`config.mk`:
```
export PLATFORM = sky130hd
export DESIGN_NAME = timer_ctrl
export DESIGN_NICKNAME = d
export VERILOG_FILES = /design/src/rtl/timer_pkg.sv /design/src/rtl/tick_prescaler.sv /design/src/rtl/timer_ctrl.sv
export SDC_FILE = /design/constraint.sdc
export NUM_CORES = 1
export LEC_CHECK = 0
export BUFFER_PORTS_ARGS = -buffer_cell sky130_fd_sc_hd__buf_4
export CAP_MARGIN = 20
export CORE_MARGIN = 5
export CORE_UTILIZATION = 54
export DETAILED_ROUTE_END_ITERATION = 7
export HOLD_SLACK_MARGIN = 0.15
export PLACE_DENSITY = 0.8
export SYNTH_ARGS = -nofsm -noshare
export SYNTH_HDL_FRONTEND = slang
export SYNTH_SLANG_ARGS = --single-unit
```
`constraint.sdc`:
```
create_clock -name clk -period 4.3 [get_ports clk]
set_clock_uncertainty 0.05 [all_clocks]
set_input_delay 1.29 -clock clk [delete_from_list [all_inputs] [get_ports clk]]
set_output_delay 1.29 -clock clk [all_outputs]
set_load 0.01 [all_outputs]
```
`src/rtl/timer_pkg.sv`:
```
// Shared definitions for the min:sec timer controller: FSM state encoding,
// default moduli and the wrap-around field step helper.
package timer_pkg;

    localparam int STATE_W     = 3;
    localparam int MAX_SEC_DEF = 60;
    localparam int MAX_MIN_DEF = 60;

    typedef enum logic [STATE_W-1:0] {
        S_IDLE    = 3'd0,
        S_RUN     = 3'd1,
        S_PAUSE   = 3'd2,
        S_SET_MIN = 3'd3,
        S_SET_SEC = 3'd4
    } state_t;

    // One user edit step on a field that counts 0..last with wrap in both directions.
    function automatic logic [7:0] step_wrap(input logic [7:0] v,
                                             input logic [7:0] last,
                                             input logic       up);
        logic [7:0] r;
        if (up) r = (v == last)  ? 8'd0 : v + 8'd1;
        else    r = (v == 8'd0)  ? last : v - 8'd1;
        return r;
    endfunction

endpackage

```
`src/rtl/tick_prescaler.sv`:
```
// One-second prescaler: counts 0..TICK_DIV-1 while enabled, holds otherwise,
// and flags the terminal count so the owner can advance its seconds field.
module tick_prescaler #(
    parameter int TICK_DIV = 100_000_000
) (
    input  logic clk,
    input  logic rst,
    input  logic en,
    input  logic clr,
    output logic tick
);

    localparam int                 CNT_W    = $clog2(TICK_DIV);
    localparam logic [CNT_W-1:0]   CNT_LAST = CNT_W'(TICK_DIV - 1);

    logic [CNT_W-1:0] r_cnt;

    assign tick = en && (r_cnt == CNT_LAST);

    always_ff @(posedge clk or posedge rst) begin
        if (rst) begin
            r_cnt <= '0;
        end else if (clr) begin
            r_cnt <= '0;
        end else if (en) begin
            r_cnt <= tick ? '0 : r_cnt + 1'b1;
        end
    end

endmodule

```
`src/rtl/timer_ctrl.sv`:
```
// Run/pause/clear/set controller for the min:sec timer with per-second and
// per-minute pulses. Optional lap capture is enabled by defining LAP_CAPTURE_EN.
module timer_ctrl
    import timer_pkg::*;
#(
    parameter int TICK_DIV = 100_000_000,
    parameter int MAX_SEC  = MAX_SEC_DEF,
    parameter int MAX_MIN  = MAX_MIN_DEF
) (
    input  logic               clk,
    input  logic               rst,
    input  logic               btn_run,
    input  logic               btn_clear,
    input  logic               btn_mode,
    input  logic               btn_up,
    input  logic               btn_down,
`ifdef LAP_CAPTURE_EN
    input  logic               btn_lap,
`endif
    output logic [7:0]         sec,
    output logic [7:0]         min,
    output logic               sec_tick,
    output logic               min_carry,
    output logic               running,
    output logic [STATE_W-1:0] state
);

    localparam logic [7:0] SEC_LAST = 8'(MAX_SEC - 1);
    localparam logic [7:0] MIN_LAST = 8'(MAX_MIN - 1);

    state_t     r_state;
    state_t     w_state_next;
    logic [7:0] r_sec;
    logic [7:0] r_min;
    logic [7:0] w_sec_next;
    logic [7:0] w_min_next;
    logic       r_sec_tick;
    logic       r_min_carry;
    logic       w_carry;
    logic       w_tick;
    logic       w_tick_apply;
    logic       w_presc_clr;
    logic       w_adjust;

    // Leaving SET_SEC restarts the second from zero so the edited value gets a full second.
    assign w_presc_clr  = btn_clear || ((r_state == S_SET_SEC) && btn_mode);
    assign w_tick_apply = w_tick && !btn_clear;
    assign w_adjust     = !btn_clear && !btn_mode && !btn_run && (btn_up || btn_down);

    tick_prescaler #(
        .TICK_DIV (TICK_DIV)
    ) u_prescaler (
        .clk  (clk),
        .rst  (rst),
        .en   (r_state == S_RUN),
        .clr  (w_presc_clr),
        .tick (w_tick)
    );

    always_ff @(posedge clk or posedge rst) begin
        if (rst) begin
            r_state <= S_IDLE;
        end else begin
            r_state <= w_state_next;
        end
    end

    always_comb begin
        w_state_next = r_state;
        if (btn_clear) begin
            w_state_next = S_IDLE;
        end else begin
            case (r_state)
                S_IDLE, S_PAUSE: begin
                    if (btn_mode)     w_state_next = S_SET_MIN;
                    else if (btn_run) w_state_next = S_RUN;
                end
                S_RUN: begin
                    if (btn_run)      w_state_next = S_PAUSE;
                end
                S_SET_MIN: begin
                    if (btn_mode)     w_state_next = S_SET_SEC;
                end
                S_SET_SEC: begin
                    if (btn_mode)     w_state_next = S_PAUSE;
                end
                default:              w_state_next = S_IDLE;
            endcase
        end
    end

    // A tick only occurs in RUN and edits only in SET_*, so the two never collide.
    always_comb begin
        w_sec_next = r_sec;
        w_min_next = r_min;
        w_carry    = 1'b0;
        if (btn_clear) begin
            w_sec_next = '0;
            w_min_next = '0;
        end else if (w_tick_apply) begin
            if (r_sec == SEC_LAST) begin
                w_sec_next = '0;
                w_carry    = 1'b1;
                w_min_next = (r_min == MIN_LAST) ? 8'd0 : r_min + 8'd1;
            end else begin
                w_sec_next = r_sec + 8'd1;
            end
        end else if (w_adjust) begin
            if (r_state == S_SET_MIN) begin
                w_min_next = step_wrap(r_min, MIN_LAST, btn_up);
            end else if (r_state == S_SET_SEC) begin
                w_sec_next = step_wrap(r_sec, SEC_LAST, btn_up);
            end
        end
    end

    always_ff @(posedge clk or posedge rst) begin
        if (rst) begin
            r_sec       <= '0;
            r_min       <= '0;
            r_sec_tick  <= 1'b0;
            r_min_carry <= 1'b0;
        end else begin
            r_sec       <= w_sec_next;
            r_min       <= w_min_next;
            r_sec_tick  <= w_tick_apply;
            r_min_carry <= w_carry;
        end
    end

`ifdef LAP_CAPTURE_EN
    logic       r_lap_act;
    logic [7:0] r_lap_sec;
    logic [7:0] r_lap_min;

    always_ff @(posedge clk or posedge rst) begin
        if (rst) begin
            r_lap_act <= 1'b0;
            r_lap_sec <= '0;
            r_lap_min <= '0;
        end else if (btn_clear || (w_state_next != S_RUN)) begin
            r_lap_act <= 1'b0;
        end else if (btn_lap && (r_state == S_RUN)) begin
            r_lap_act <= !r_lap_act;
            if (!r_lap_act) begin
                r_lap_sec <= r_sec;
                r_lap_min <= r_min;
            end
        end
    end

    assign sec = r_lap_act ? r_lap_sec : r_sec;
    assign min = r_lap_act ? r_lap_min : r_min;
`else
    assign sec = r_sec;
    assign min = r_min;
`endif

    assign sec_tick  = r_sec_tick;
    assign min_carry = r_min_carry;
    assign running   = (r_state == S_RUN);
    assign state     = r_state;

endmodule
```
==> summary.txt <==
Seq/Total Area, Yosys -> 35.39%
Synthesized Nets -> 410
placed instance count -> 478
Pleak -> 1.475 nW
core area -> 6026 um2
proportion of netlist area held by the largest area contributor -> 35.39%
initial antenna violation count -> 0
crit path kind -> flop to primary output
Worst setup EP type -> primary output
GRT met3 Usage -> 2.857%
hold crit path type -> flop to flop
vias per cell -> 6.439
worst-margin pin slew -> 811.6 ps
vias after detailed routing -> 3136
Global Route Usage Sum -> 21.35%
Reg clk slew, reported paths -> 100 ps
share of cells above drive strength 1 -> 16.50%
drt first pass iters -> 5
Clock power frac -> 36.3%
WL/cell -> 16.56 um
Initial Utilization -> 56.33%
die area -> 7972 um2
TritonCTS clock tree -> done
Die Height -> 89.29 um
Post-Synthesis Cell Area -> 3395 um2
grt total ovfl -> 0
Fmax -> 333.2 MHz
crit-path cells -> or2b_2 > nor2_1 > buf_4
most frequent cell after synthesis -> nor2_1
Yosys reg bits -> 48
distinct cell type count after synthesis -> 78
crit path max fanout -> 10
area of the multi-input gates -> 1993 um2
Internal -> 664.7 uW
crit-path max cell delay -> 480 ps
critical path arrival -> 1660 ps
layout net count -> 423
Final Hold Vio Count -> 0
Initial DRC Count -> 252
fin crit share -> 69.79%
top cell type by total area after synthesis -> dfrtp_1
Residual DRC -> 0
die width -> 89.29 um
Design Power -> 904.5 uW
Clock Latency Late Sink -> 300 ps
post-cts resize count -> 0
antenna fix cells -> 0
Worst VDD drop -> 0.1718 mV
Reg power frac -> 51.8%
list of most frequent post-synthesis cells -> nor2_1 (53), dfrtp_1 (48), nand2_1 (33)
Area growth syn-to-layout -> 8.146%
top post-synthesis cells by area -> dfrtp_1 (35%), nor2_1 (5.9%), nand2_1 (3.6%), o21ai_0 (3.4%), xor2_1 (3.4%)
Antenna Nets Post-Route -> 0
post-cts hold buffer count -> 0
number of synthesized flops with an enable pin -> 0
final hold slack -> 448.1 ps
met1 GRT Util -> 28.97%
RD Place Congestion -> 0.9402
CTS HTree Levels -> 2
WP data required -> 2960 ps
DP HPWL -> 5604 um
power density cells -> 246.4 nW/um2
setup_tns -> 0 ps
top_reg_cell synth -> dfrtp_1
Net Sw Frac -> 26.51%
row count -> 28
GR Util met2 -> 35.23%
max-cap violations -> 0
logic gate share of total power -> 11.9%
Longest Clk Path Bufs -> 2
Finished Layout Cells -> 487
Slew Limit Fails -> 0
cts bufs inserted -> 5
Fillers -> 552
unrepaired setup endpoints after global routing -> false
Worst Setup Start Kind -> flop
yosys warns -> 0
GR peak layer -> met2
slowest cell on the critical path -> dfrtp_1
WL final -> 8064 um
max_slew headroom -> 45.40%
clock sink count -> 48
Cells after Synth -> 398
vias in the first global route -> 2857
global-route wire length before repair -> 13540 um
post-CTS setup repair buffer count -> 0
Final setup viols -> 0
Synth async-reset ratio -> 100.0%
register area -> 1201 um2
syn_area_per_cell -> 8.529 um2
status -> completed
clock root cell -> clkbuf_8
Port Buffers -> 28
num ports -> 29
largest net degree at the start of global routing -> 49
switching power -> 239.8 uW
min Tclk post-route -> 3001 ps
layout by cell type, fill, tap and decap left out, types with 2 or more instances in the layout:
master and n:
ha_1 5, clkbuf_8 5, or3b_2 2, and2_1 3, o21a_1 2, a21o_1 2
o31ai_1 5, nand2_1 33, o21ai_4 2, nand2b_1 4, o32ai_1 5, a31oi_1 9
o2bb2ai_1 2, nor2_1 53, o21ai_0 23, xor2_1 13, nand3_1 21, dfrtp_1 48
o211ai_1 3, o22a_1 2, nand3b_1 3, buf_4 28, a21oi_1 18, inv_1 10
a211oi_1 3, nand4_1 16, nor4_1 3, nor3_1 18, or4_2 2, nor4b_1 2
mux2i_1 2, and3_1 6, a311oi_1 2, nor2b_1 3, nor3_2 2, xnor2_1 9
metrics by stage:
| step | util, % | worst slack, ps | area, um2 |
|---|---|---|---|
| 2_1_floorplan | - | 1418 | 3395 |
| 3_3_place_gp | 58.74 | 1326 | 3540 |
| 3_5_place_dp | 58.74 | 1262 | 3540 |
| 4_1_cts | 60.59 | 1316 | 3651 |
| 5_1_grt | 60.92 | 1205 | 3671 |
| 6_report | 60.92 | 1299 | 3671 |
power by group through the flow:
stage               combinational, mW  clock, mW  sequential, mW
floorplan                      0.0854          0           0.471
global placement                0.103          0           0.477
detailed placement              0.105          0           0.477
CTS                             0.106      0.337           0.468
global route                    0.120      0.352           0.470
finish                          0.108      0.328           0.469
per-layer routing:
metal  routed length, um  vias up
li1                    -     1486
met4                 159        0
met2                3901      145
met3                 572       18
met5                   0        -
met1                3431     1487
worst max-delay path, delay by kind of cell, from the launching register on:
| kind | cells | cell delay [ps] |
|---|---|---|
| buffers and inverters | 1 | 190 |
| DFF | 1 | 480 |
| and+or+nand+nor | 2 | 690 |
sequential cells by signal (all words and copies together) (netlist names):
register,count
sec,8
sec_tick,1
state,3
min,8
min_carry,1
u_prescaler.r_cnt,27
kinds of logic after synthesis:
kind of cell / count (synthesis) / share of synthesized area (%)
compound gates: 95 / 19.90
xor+xnor: 22 / 5.677
fa+ha+maj: 5 / 1.843
buf+inv: 34 / 5.897
flops: 48 / 35.39
mux: 2 / 0.5898
simple gates: 192 / 30.71
worst paths after layout:
| check | start | to | slack, ps | depth (start not counted) |
|---|---|---|---|---|
| setup / recovery | state[0] | running | 1300 | 3 |
| hold / removal | u_prescaler.r_cnt[26] | u_prescaler.r_cnt[26] | 450 | 1 |
| setup reg to reg | u_prescaler.r_cnt[0] | min[5] | 1560 | 7 |
| hold reg to reg | u_prescaler.r_cnt[26] | u_prescaler.r_cnt[26] | 450 | 1 |
| max in group asynchronous | rst | u_prescaler.r_cnt[19] | 2890 | 3 |
| min in group asynchronous | rst | min[4] | 840 | 2 |
area by class of cell:
class / instances / area share (%)
well taps: 75 / 2.556
flip-flops and latches: 48 / 32.72
clock inverters: 3 / 1.159
repair buffers: 29 / 6.271
inverters: 11 / 1.125
clock buffers: 5 / 1.875
multi-input cells: 316 / 54.29
Power figures use the tool's default switching activity.
